## src/rtl/mole_game_fsm.sv

```systemverilog
// Whack-a-mole round controller: sequences each round, picks hole locations
// from an LFSR, handshakes ascend/descend with the display, scores hits and
// tracks lives. All outputs are registered.
module mole_game_fsm #(
   parameter int          LIVES_INIT   = 3,
   parameter int          START_DELAY  = 65_000_000,
   parameter int          MOLE_TIMEOUT = 97_500_000,
   parameter int          SOUND_CYCLES = 32_500_000,
   parameter logic [15:0] LFSR_SEED    = 16'hACE1
) (
   input  logic       vclock,
   input  logic       reset,
   input  logic       start,
   input  logic [7:0] pad_hit,
   input  logic       popup_done,
   output logic [3:0] state,
   output logic [2:0] mole_location,
   output logic [3:0] score_tens,
   output logic [3:0] score_ones,
   output logic [1:0] lives,
   output logic       hit_snd,
   output logic       miss_snd
);

   // Shared state encoding with the display mux.
   localparam logic [3:0] S_IDLE               = 4'd0;
   localparam logic [3:0] S_GAME_START_DELAY   = 4'd1;
   localparam logic [3:0] S_GAME_ONGOING       = 4'd2;
   localparam logic [3:0] S_REQUEST_MOLE       = 4'd3;
   localparam logic [3:0] S_MOLE_COUNTDOWN     = 4'd4;
   localparam logic [3:0] S_MOLE_MISSED        = 4'd5;
   localparam logic [3:0] S_MOLE_WHACKED       = 4'd6;
   localparam logic [3:0] S_GAME_OVER          = 4'd8;
   localparam logic [3:0] S_MOLE_MISSED_SOUND  = 4'd9;
   localparam logic [3:0] S_MOLE_WHACKED_SOUND = 4'd10;
   localparam logic [3:0] S_MOLE_ASCENDING     = 4'd13;
   localparam logic [3:0] S_HAPPY_MOLE_DESC    = 4'd14;
   localparam logic [3:0] S_DEAD_MOLE_DESC     = 4'd15;

   // A timer loaded with N-1 keeps the FSM in a state for N cycles.
   localparam logic [26:0] START_LOAD = 27'(START_DELAY - 1);
   localparam logic [26:0] MOLE_LOAD  = 27'(MOLE_TIMEOUT - 1);
   localparam logic [26:0] SOUND_LOAD = 27'(SOUND_CYCLES - 1);
   localparam logic [1:0]  LIVES_LOAD = 2'(LIVES_INIT);

   logic [3:0]  state_q, state_d;
   logic [2:0]  loc_q, loc_d;
   logic [3:0]  tens_q, tens_d;
   logic [3:0]  ones_q, ones_d;
   logic [1:0]  lives_q, lives_d;
   logic        hit_q, hit_d;
   logic        miss_q, miss_d;
   logic [26:0] timer_q, timer_d;
   logic        start_q;
   logic        first_q;        // high on the first cycle of a newly entered state
   logic [15:0] lfsr_q, lfsr_d;
   logic        reset_prev_q;

   logic        start_edge;
   logic        popup_ok;
   logic        mole_hit;
   logic        timer_zero;
   logic [2:0]  cand;

   assign start_edge = start & ~start_q;
   // The display flag lags by one registered cycle, so ignore it on entry.
   assign popup_ok   = popup_done & ~first_q;
   assign mole_hit   = pad_hit[loc_q];
   assign timer_zero = (timer_q == 27'd0);
   // Never repeat the previous hole: bump a colliding candidate by one.
   assign cand       = (lfsr_q[2:0] == loc_q) ? lfsr_q[2:0] + 3'd1 : lfsr_q[2:0];
   // Fibonacci LFSR, taps 16,14,13,11.
   assign lfsr_d     = {lfsr_q[14:0], lfsr_q[15] ^ lfsr_q[13] ^ lfsr_q[12] ^ lfsr_q[10]};

   // Next-state, timer, score and lives logic.
   always_comb begin
      state_d = state_q;
      loc_d   = loc_q;
      tens_d  = tens_q;
      ones_d  = ones_q;
      lives_d = lives_q;
      timer_d = timer_q;
      case (state_q)
         S_IDLE, S_GAME_OVER: begin
            if (start_edge) begin
               tens_d  = 4'd0;
               ones_d  = 4'd0;
               lives_d = LIVES_LOAD;
               timer_d = START_LOAD;
               state_d = S_GAME_START_DELAY;
            end
         end
         S_GAME_START_DELAY: begin
            if (timer_zero) state_d = S_GAME_ONGOING;
            else            timer_d = timer_q - 27'd1;
         end
         S_GAME_ONGOING: begin
            if (lives_q == 2'd0) begin
               state_d = S_GAME_OVER;
            end else begin
               loc_d   = cand;
               state_d = S_REQUEST_MOLE;
            end
         end
         S_REQUEST_MOLE: state_d = S_MOLE_ASCENDING;
         S_MOLE_ASCENDING: begin
            if (mole_hit) begin
               state_d = S_MOLE_WHACKED;
            end else if (popup_ok) begin
               timer_d = MOLE_LOAD;
               state_d = S_MOLE_COUNTDOWN;
            end
         end
         S_MOLE_COUNTDOWN: begin
            if (mole_hit)        state_d = S_MOLE_WHACKED;
            else if (timer_zero) state_d = S_MOLE_MISSED;
            else                 timer_d = timer_q - 27'd1;
         end
         S_MOLE_WHACKED: begin
            // BCD increment saturating at 99.
            if (!(tens_q == 4'd9 && ones_q == 4'd9)) begin
               if (ones_q == 4'd9) begin
                  ones_d = 4'd0;
                  tens_d = tens_q + 4'd1;
               end else begin
                  ones_d = ones_q + 4'd1;
               end
            end
            timer_d = SOUND_LOAD;
            state_d = S_MOLE_WHACKED_SOUND;
         end
         S_MOLE_WHACKED_SOUND: begin
            if (timer_zero) state_d = S_DEAD_MOLE_DESC;
            else            timer_d = timer_q - 27'd1;
         end
         S_MOLE_MISSED: begin
            if (lives_q != 2'd0) lives_d = lives_q - 2'd1;
            timer_d = SOUND_LOAD;
            state_d = S_MOLE_MISSED_SOUND;
         end
         S_MOLE_MISSED_SOUND: begin
            if (timer_zero) state_d = S_HAPPY_MOLE_DESC;
            else            timer_d = timer_q - 27'd1;
         end
         S_HAPPY_MOLE_DESC, S_DEAD_MOLE_DESC: begin
            if (popup_ok) state_d = S_GAME_ONGOING;
         end
         default: state_d = S_IDLE;  // illegal codes 7, 11, 12
      endcase
      // Sound pulses coincide exactly with the WHACKED / MISSED state cycle.
      hit_d  = (state_d == S_MOLE_WHACKED);
      miss_d = (state_d == S_MOLE_MISSED);
   end

   // Game state registers with synchronous reset.
   always_ff @(posedge vclock) begin
      if (reset) begin
         state_q <= S_IDLE;
         loc_q   <= 3'd0;
         tens_q  <= 4'd0;
         ones_q  <= 4'd0;
         lives_q <= 2'd0;
         hit_q   <= 1'b0;
         miss_q  <= 1'b0;
         timer_q <= 27'd0;
         start_q <= 1'b1;   // a button held through reset must not start a game
         first_q <= 1'b0;
      end else begin
         state_q <= state_d;
         loc_q   <= loc_d;
         tens_q  <= tens_d;
         ones_q  <= ones_d;
         lives_q <= lives_d;
         hit_q   <= hit_d;
         miss_q  <= miss_d;
         timer_q <= timer_d;
         start_q <= start;
         first_q <= (state_d != state_q);
      end
   end

   // LFSR: seeded on the first reset cycle, free-running otherwise (even in reset).
   always_ff @(posedge vclock) begin
      reset_prev_q <= reset;
      if (!reset || reset_prev_q) lfsr_q <= lfsr_d;
      else                        lfsr_q <= LFSR_SEED;
   end

   assign state         = state_q;
   assign mole_location = loc_q;
   assign score_tens    = tens_q;
   assign score_ones    = ones_q;
   assign lives         = lives_q;
   assign hit_snd       = hit_q;
   assign miss_snd      = miss_q;

endmodule

```

## config.mk

```make
export PLATFORM = sky130hd
export DESIGN_NAME = mole_game_fsm
export DESIGN_NICKNAME = d
export VERILOG_FILES = /design/src/rtl/mole_game_fsm.sv
export SDC_FILE = /design/constraint.sdc
export NUM_CORES = 1
export LEC_CHECK = 0
export CAP_MARGIN = 20
export CORE_ASPECT_RATIO = 0.75
export CORE_MARGIN = 3
export CORE_UTILIZATION = 55
export DETAILED_ROUTE_END_ITERATION = 7
export GPL_ROUTABILITY_DRIVEN = 0
export PLACE_DENSITY = 0.74
export SLEW_MARGIN = 5
export SYNTH_ARGS = -nofsm -noshare
export SYNTH_HDL_FRONTEND = slang
export SYNTH_SLANG_ARGS = --single-unit
```

## constraint.sdc

```tcl
create_clock -name vclock -period 2.9 [get_ports vclock]
set_clock_uncertainty 0.2 [all_clocks]
set_input_delay 0.29 -clock vclock [delete_from_list [all_inputs] [get_ports vclock]]
set_output_delay 0.29 -clock vclock [all_outputs]
set_load 0.03 [all_outputs]
```

==> results.ini <==
[global_route]
antenna_found_initial=0
grt_max_degree=30
grt_pass1_wl_mm=15.3
overflow=0
grt_usage=0.240
grt_pass1_vias=3089

[critical_path]
worstSetupPathType=register to register
path_max_fanout=8
worstPathArrival_ns=2.71
start_kind=register
end_kind=register
crit_required_ns=2.96
r2r_slack_ns=0.25

[power]
p_total_mw=2.79
ir_drop_v=0.000379
p_per_area_mw_per_mm2=652
leakage_nw=1.61

[cells_and_area]
final_common_cell=dfxtp_1
layout_common_cells=dfxtp_1 (65), nor2_1 (44), a21oi_1 (30)
nNetsFinal=501
diodes=0
drive_above_1_share=0.113
syn2layout_area_growth_pct=13.5

[placed_design]
dpl.hpwl_mm=6.56
portBuffers=30

[die]
dieWidth_um=102
start_util=0.583
die_h_um=77.8
pin_count=31
rows=25
core-area_mm2=0.00647
die_area_mm2=0.00791

[logic_synthesis]
ys_warn_count=0
synth_nets=473
ys_seq_elements=65
syn_avg_cell_area_um2=8.34
synth_flop_cell=dfxtp_1
netlist_instances=453
ys_seq_area_frac=0.344
async_reset_ff_frac=0
yosysUniqueCellTypes=65
synth_edf_count=0
synthesis.area_mm2=0.00378

[timing]
fin_crit_sh=0.914
tightest_slew_ns=0.652
timing.final.crit_period_ns=2.65
fmax_mhz=377
hold_viol_final=0
finalMaxSlewViolations=0
rsz0062_at_grt=no
slew_headroom=0.565
setup_viol=0
holdWs_ns=0.154
setup_tns_ns=0

[routing]
via_count=3490
ant_nets=0
via_per_inst=6.16
dr.first_iter.drc_count=281
drc=0
dr.pass1.iters=7
wl_per_cell_um=16.2
wl_mm=9.21

[job]
cap_violations=0

[clock_network]
clock_latency_ns=0.35
numCtsBuffers=9
clk_pin_slew_ns=0.08
root_buffer=clkbuf_8
cts_htree_levels=3
postCtsSetupBuffers=0
cts_tree=done
cts_buffer_depth=2
ctsHoldBuffers=0
cts_resized=0
cts_num_sinks=65

[hold_path]
hold_path_class=primary input to register

[outcome]
outcome=completed

==> power breakdown <==
| part | total [mW] | switching, mW | leakage [nW] | internal, mW |
|---|---|---|---|---|
| Combinational | 0.879 | 0.514 | 0.983 | 0.366 |
| Clock | 0.791 | 0.387 | 0.0966 | 0.404 |
| Sequential | 1.12 | 0.126 | 0.535 | 0.998 |
==> critical path, cell delays in order (launching register included) <==
cell,delay (ns)
dfxtp_1,0.35
or4_1,0.74
nor4b_4,0.49
nand3_2,0.21
o21ai_1,0.23
a21oi_1,0.10
a311oi_1,0.24
==> registers in the layout, summed over array words and instances (netlist names), 2 cells and up <==
register	cells
timer_q	27
lives	2
score_ones	4
lfsr_q	16
state	4
score_tens	4
mole_location	3
==> logic make-up (layout without fill, tap and decap cells) <==
kind of cell,after synthesis,count (layout),share of synthesized area
XOR/XNOR,14,14,0.0325
flip-flops,65,65,0.344
AO/OA/AOI/OAI,117,117,0.203
adder cells (fa/ha/maj),8,8,0.0265
multiplexers,8,8,0.0229
AND/OR/NAND/NOR,198,198,0.297
buffers and inverters,43,76,0.0735
==> final cells by class <==
cell class / instances / area (um2)
well taps: 81 / 101
clock inverters: 7 / 76.3
multi-input cells: 345 / 2210
flip-flops and latches: 65 / 1300
repair buffers: 45 / 420
inverters: 15 / 56.3
clock buffers: 9 / 124
fillers: 576 / 2190
==> synth_stat cells (10+ instances only) <==
master / n / area share
nor2_1: 44 / 0.044
inv_1: 15 / 0.015
clkbuf_1: 13 / 0.013
nand2_1: 23 / 0.023
and2_1: 14 / 0.023
a211oi_1: 10 / 0.020
dfxtp_1: 65 / 0.34
a21oi_1: 30 / 0.040
o21ai_0: 27 / 0.036
nor3_1: 29 / 0.038
xor2_1: 10 / 0.023
nand2b_1: 18 / 0.030
==> path summary, 6_finish.rpt <==
path,start,end,cells after the start
setup reg to reg,timer_q[5],timer_q[23],6
setup / recovery,timer_q[5],timer_q[23],6
hold reg to reg,lfsr_q[14],lfsr_q[15],1
hold / removal,reset,reset_prev_q,1
==> stage by stage <==
stage	std cells	area (um2)	utilization	setup slack, ns
after CTS	567	4290	0.662	0.273
after global placement	551	4090	0.631	0.294
final	567	4290	0.662	0.250
after floorplan	453	3780	-	0.387
after global routing	567	4290	0.662	0.0715
after detailed placement	551	4090	0.631	0.237
==> per-layer routing <==
layer / GRT usage / up-vias / wire (um)
met2: 0.347 / 144 / 3940
met4: 0.0478 / 0 / 70
met3: 0.0656 / 5 / 745
met5: 0 / - / 0
met1: 0.356 / 1630 / 4450
li1: - / 1711 / -
Note: power is estimated with default switching activity, not from simulation.
